==> src/rtl/div_unit_pkg.sv <==
// Shared types and constants for the divide unit front end.
// Holds the RISC-V M divide op encoding, the control FSM states and special operand values.
package div_unit_pkg;

    typedef enum logic [1:0] {
        DIV  = 2'b00,
        DIVU = 2'b01,
        REM  = 2'b10,
        REMU = 2'b11
    } div_op_e;

    typedef enum logic [1:0] {
        IDLE  = 2'b00,
        ISSUE = 2'b01,
        BUSY  = 2'b10,
        DONE  = 2'b11
    } div_state_e;

    localparam logic [31:0] INT_MIN  = 32'h8000_0000;
    localparam logic [31:0] ALL_ONES = 32'hFFFF_FFFF;

endpackage

==> src/rtl/div_special_chk.sv <==
// Detects divide-by-zero and signed overflow, and produces the architectural result for them.
// These cases never reach the divider core.
module div_special_chk
    import div_unit_pkg::*;
(
    input  logic [1:0]  op,
    input  logic [31:0] a,
    input  logic [31:0] b,
    output logic        is_special,
    output logic [31:0] result
);

    logic div_by_zero;
    logic overflow;

    // op[0] clear means signed; op[1] set means the remainder is wanted
    always_comb begin
        div_by_zero = (b == 32'd0);
        overflow    = ~op[0] && (a == INT_MIN) && (b == ALL_ONES);
        is_special  = div_by_zero || overflow;
        result      = 32'd0;
        if (div_by_zero) begin
            result = op[1] ? a : ALL_ONES;
        end else if (overflow) begin
            result = op[1] ? 32'd0 : INT_MIN;
        end
    end

endmodule

==> src/rtl/div_unit.sv <==
// Divide unit front end: accepts EX-stage requests, resolves special cases locally,
// sequences the external divider core and holds the result until writeback accepts it.
module div_unit
    import div_unit_pkg::*;
(
    input  logic        clock,
    input  logic        reset,
    input  logic        flush,
    input  logic        req_valid,
    output logic        req_ready,
    input  logic [1:0]  req_op,
    input  logic [31:0] req_a,
    input  logic [31:0] req_b,
    input  logic [4:0]  req_rd,
    output logic        div_in_valid,
    input  logic        div_in_ready,
    output logic        div_sign,
    output logic [31:0] div_a,
    output logic [31:0] div_b,
    input  logic        div_out_valid,
    output logic        div_out_ready,
    input  logic [31:0] div_quot,
    input  logic [31:0] div_rem,
    output logic        div_flush,
    output logic        wb_valid,
    input  logic        wb_ready,
    output logic [31:0] wb_data,
    output logic [4:0]  wb_rd
);

    div_state_e  state_q, state_d;
    div_op_e     op_q, op_d;
    logic [31:0] a_q, a_d;
    logic [31:0] b_q, b_d;
    logic [4:0]  rd_q, rd_d;
    logic [31:0] result_q, result_d;

    logic        is_special;
    logic [31:0] special_result;

    div_special_chk u_special_chk (
        .op         (req_op),
        .a          (req_a),
        .b          (req_b),
        .is_special (is_special),
        .result     (special_result)
    );

    // Core-facing operands come straight from the latched request so they stay stable while issuing
    assign req_ready     = (state_q == IDLE) && !flush;
    assign div_in_valid  = (state_q == ISSUE);
    assign div_out_ready = (state_q == BUSY);
    assign div_sign      = ~op_q[0];
    assign div_a         = a_q;
    assign div_b         = b_q;
    assign div_flush     = flush;
    assign wb_valid      = (state_q == DONE);
    assign wb_data       = result_q;
    assign wb_rd         = rd_q;

    always_comb begin
        state_d  = state_q;
        op_d     = op_q;
        a_d      = a_q;
        b_d      = b_q;
        rd_d     = rd_q;
        result_d = result_q;
        case (state_q)
            IDLE: begin
                if (req_valid && req_ready) begin
                    op_d = div_op_e'(req_op);
                    a_d  = req_a;
                    b_d  = req_b;
                    rd_d = req_rd;
                    if (is_special) begin
                        result_d = special_result;
                        state_d  = DONE;
                    end else begin
                        state_d  = ISSUE;
                    end
                end
            end
            ISSUE: begin
                if (div_in_ready) state_d = BUSY;
            end
            BUSY: begin
                if (div_out_valid) begin
                    result_d = op_q[1] ? div_rem : div_quot;
                    state_d  = DONE;
                end
            end
            DONE: begin
                if (wb_ready) state_d = IDLE;
            end
            default: state_d = IDLE;
        endcase
        // A flush wins over any handshake in the same cycle, including a writeback handoff
        if (flush) begin
            state_d  = IDLE;
            result_d = result_q;
        end
    end

    always_ff @(posedge clock) begin
        if (reset) begin
            state_q  <= IDLE;
            op_q     <= DIV;
            a_q      <= 32'd0;
            b_q      <= 32'd0;
            rd_q     <= 5'd0;
            result_q <= 32'd0;
        end else begin
            state_q  <= state_d;
            op_q     <= op_d;
            a_q      <= a_d;
            b_q      <= b_d;
            rd_q     <= rd_d;
            result_q <= result_d;
        end
    end

endmodule

==> config.mk <==
export PLATFORM = sky130hd
export DESIGN_NAME = div_unit
export DESIGN_NICKNAME = d
export VERILOG_FILES = /design/src/rtl/div_unit_pkg.sv /design/src/rtl/div_special_chk.sv /design/src/rtl/div_unit.sv
export SDC_FILE = /design/constraint.sdc
export NUM_CORES = 1
export LEC_CHECK = 0
export ABC_AREA = 1
export CORE_ASPECT_RATIO = 0.75
export CORE_MARGIN = 2
export CORE_UTILIZATION = 40
export CTS_BUF_LIST = sky130_fd_sc_hd__clkbuf_16
export CTS_CLUSTER_SIZE = 12
export DETAILED_ROUTE_END_ITERATION = 8
export PLACE_DENSITY = 0.78
export SLEW_MARGIN = 20
export SYNTH_ARGS = -nofsm -noshare
export SYNTH_HDL_FRONTEND = slang
export SYNTH_SLANG_ARGS = --single-unit
export TNS_END_PERCENT = 30
==> constraint.sdc <==
create_clock -name clock -period 4.4 [get_ports clock]
set_clock_uncertainty 0.05 [all_clocks]
set_input_delay 0.88 -clock clock [delete_from_list [all_inputs] [get_ports clock]]
set_output_delay 0.88 -clock clock [all_outputs]
set_load 0.02 [all_outputs]
==> results.py <==
metrics = {
    "global_route": {
        "grt_use_total_pct": 27.1,
        "grt_pass1_wl_um": 29000,
        "antenna_found_initial": 0,
        "overflow": 0,
        "grt_max_degree": 82,
        "grt_pass1_vias": 5404,
    },
    "clock_tree": {
        "cts.htree.levels": 3,
        "cts_tree": "yes",
        "cts_resized": 0,
        "ctsHoldBuffers": 0,
        "cts.clk_slew.worst_paths_ns": 0.06,
        "clockBufferDepth": 2,
        "cts_buffers": 9,
        "post-cts-setup-buffer-count": 0,
        "cts.sinks": 105,
        "clkLatencyLatePin_ns": 0.34,
        "root_buffer": "clkbuf_16",
    },
    "sta": {
        "fin_crit_ns": 3.59,
        "setup_tns_ns": 0,
        "fmax_ghz": 0.278,
        "hold_viol_final": 0,
        "maxSlewHeadroom_pct": 30.5,
        "drv_slew": 0,
        "whs_ns": 0.429,
        "setup_viol": 0,
        "rsz0062_at_grt": "false",
        "finalCritPeriodShare_pct": 81.7,
        "tightest_slew_ns": 1.04,
    },
    "floorplanning": {
        "fp.dieH_um": 101,
        "dieWidth_um": 134,
        "dieArea_sq_um": 13600,
        "ios": 249,
        "row_count": 35,
        "core_area_sq_um": 12300,
        "start_util_pct": 41.1,
    },
    "pwr": {
        "irDropWorstVdd_mv": 0.210,
        "p_leak_nw": 3.31,
        "pwr_density_cell_nw_per_um2": 335,
    },
    "cells_and_area": {
        "mostFrequentLayoutCells": "269 x nor2_1, 248 x clkdlybuf4s50_1, 110 x nand2_1",
        "nets": 1147,
        "final_common_cell": "nor2_1",
        "n_antenna_cell": 0,
        "layout-drive-gt1-share_pct": 3.09,
        "syn_to_final_growth_pct": 57.3,
    },
    "drt": {
        "firstDrtPassIters": 5,
        "viasPerCell": 4.93,
        "wire_per_inst_um": 15.8,
        "antenna_left": 0,
        "drc": 0,
        "routed_wl_um": 18500,
        "drt_iter0_drc": 374,
        "vias": 5772,
    },
    "synth": {
        "synth-seq-cells": 105,
        "syn_inst": 784,
        "synth_area_per_cell_sq_um": 6.45,
        "ys_seq_area_share_pct": 41.6,
        "syn_nets": 931,
        "postSynth.asyncResetShare_pct": 0,
        "netlist-cell-type-count": 26,
        "synth_area_sq_um": 5050,
        "synth_ff_type": "dfxtp_1",
        "synth_edf_count": 0,
        "yosysWarningCount": 0,
    },
    "hold_path": {
        "worst_hold_path_type": "reg2reg",
        "whs_endpoint": "wb_data[23]$_SDFFE_PP0P_",
        "hold_path_depth": 2,
        "min_from": "wb_data[23]$_SDFFE_PP0P_",
    },
    "setup_path": {
        "crit_family": "simple AND/OR/NAND/NOR gates",
        "rrSetupSlack_ns": 1.31,
        "path_class": "in2reg",
        "end_kind": "register",
        "cpPeakStageDelay_ns": 0.46,
        "path_common_cell": "nor2_1",
        "cp_slowest_cell": "clkdlybuf4s50_1",
        "startpoint": "req_b[22]",
        "r2r_end": "wb_data[7]$_SDFFE_PP0P_",
        "worstPathMaxFanout": 33,
        "r2r_start": "state_q[0]$_SDFFE_PP0P_",
        "start_kind": "input pin",
        "crit_buf_inv": 4,
        "rr_worst_depth": 11,
        "timing.critical_path.required_ns": 4.62,
        "cp_cell_sequence": "clkdlybuf4s50_1 > nor2_1 > nand2_1 > nor2_1 > nand2_1 > nor2_4 > clkinv_1 > buf_4 > nand3_2 > nand2_2 > clkinv_2 > nor2_1 > nor2_1",
        "arrival_ns": 3.82,
    },
    "status": {
        "status": "completed",
    },
    "placed_design": {
        "gp_congestion": 0.846,
        "portBuffers": 248,
        "dp_hpwl_um": 13300,
    },
    "job": {
        "max_cap_viol_count": 0,
    },
}
worst max path at each step:
stage	to	slack [ns]	cells after the start
final	wb_data[28]$_SDFFE_PP0P_	0.81	13
after global placement	wb_data[7]$_SDFFE_PP0P_	0.60	13
after CTS	wb_data[28]$_SDFFE_PP0P_	0.85	13
after detailed placement	wb_data[9]$_SDFFE_PP0P_	0.50	13
after global routing	wb_data[8]$_SDFFE_PP0P_	0.56	13
after floorplan	wb_data[13]$_SDFFE_PP0P_	2.07	11
cells in the mapped netlist, drive strengths merged, types with 2 or more instances:
| cell | instances | area (sq um) |
|---|---|---|
| nor3 | 2 | 10.0 |
| o22ai | 16 | 100 |
| nand3 | 25 | 130 |
| nand2 | 111 | 419 |
| dfxtp | 105 | 2100 |
| o21ai | 104 | 521 |
| a21oi | 48 | 240 |
| nor2 | 271 | 1030 |
| nand4 | 4 | 25.0 |
| inv | 36 | 135 |
| clkinv | 3 | 12.5 |
| a31oi | 2 | 12.5 |
| buf | 9 | 63.8 |
| ha | 5 | 62.6 |
| clkbuf | 41 | 154 |
where the power goes:
| part | switching [mW] | internal [mW] | total, mW |
|---|---|---|---|
| Sequential | 0.0335 | 1.02 | 1.05 |
| Clock | 0.358 | 0.610 | 0.967 |
| Combinational | 0.344 | 0.300 | 0.644 |
metrics by stage:
step	std cells	util (%)	worst slack, ns	power, mW	instance area, sq um
CTS	1170	64.6	0.846	2.68	7950
global placement	1155	61.7	0.604	1.71	7590
global route	1170	64.6	0.555	2.78	7950
detailed placement	1155	61.7	0.500	1.71	7590
floorplan	784	-	2.07	1.37	5050
finish	1170	64.6	0.806	2.66	7950
metal layers:
layer	track usage [%]	routed length (um)	part of all wire [%]
met1	37.8	8580	46
met4	5.65	216	1.2
met3	7.81	1700	9.2
met5	0	0	0
met2	42.0	8030	43
logic make-up (layout without fill, tap and decap cells):
group | Yosys count | in the layout | share of synthesized area [%]
adder cells (fa/ha/maj) | 5 | 5 | 1.24
buffers and inverters | 89 | 309 | 7.23
flip-flops | 105 | 105 | 41.6
AND/OR/NAND/NOR | 415 | 415 | 32.7
AO/OA/AOI/OAI | 170 | 170 | 17.3
worst min-delay path: stages, from the launching register on:
cell and delay [ns]:
dfxtp_1 0.33, nor2_1 0.05, nor2_1 0.07
area by class of cell:
cell class / instances / area, sq um
sequential: 105 / 2100
inverter: 39 / 148
clock buffer: 9 / 225
fill: 1107 / 4360
timing repair buffer: 255 / 2550
tap: 166 / 208
clock inverter: 6 / 133
multi-input combinational: 590 / 2590
state kept, by name, indices dropped and copies added, names as in the netlist:
register and flops:
op_q 2, wb_data 32, div_b 32, state_q 2, div_a 32, wb_rd 5
Power figures use the tool's default switching activity.
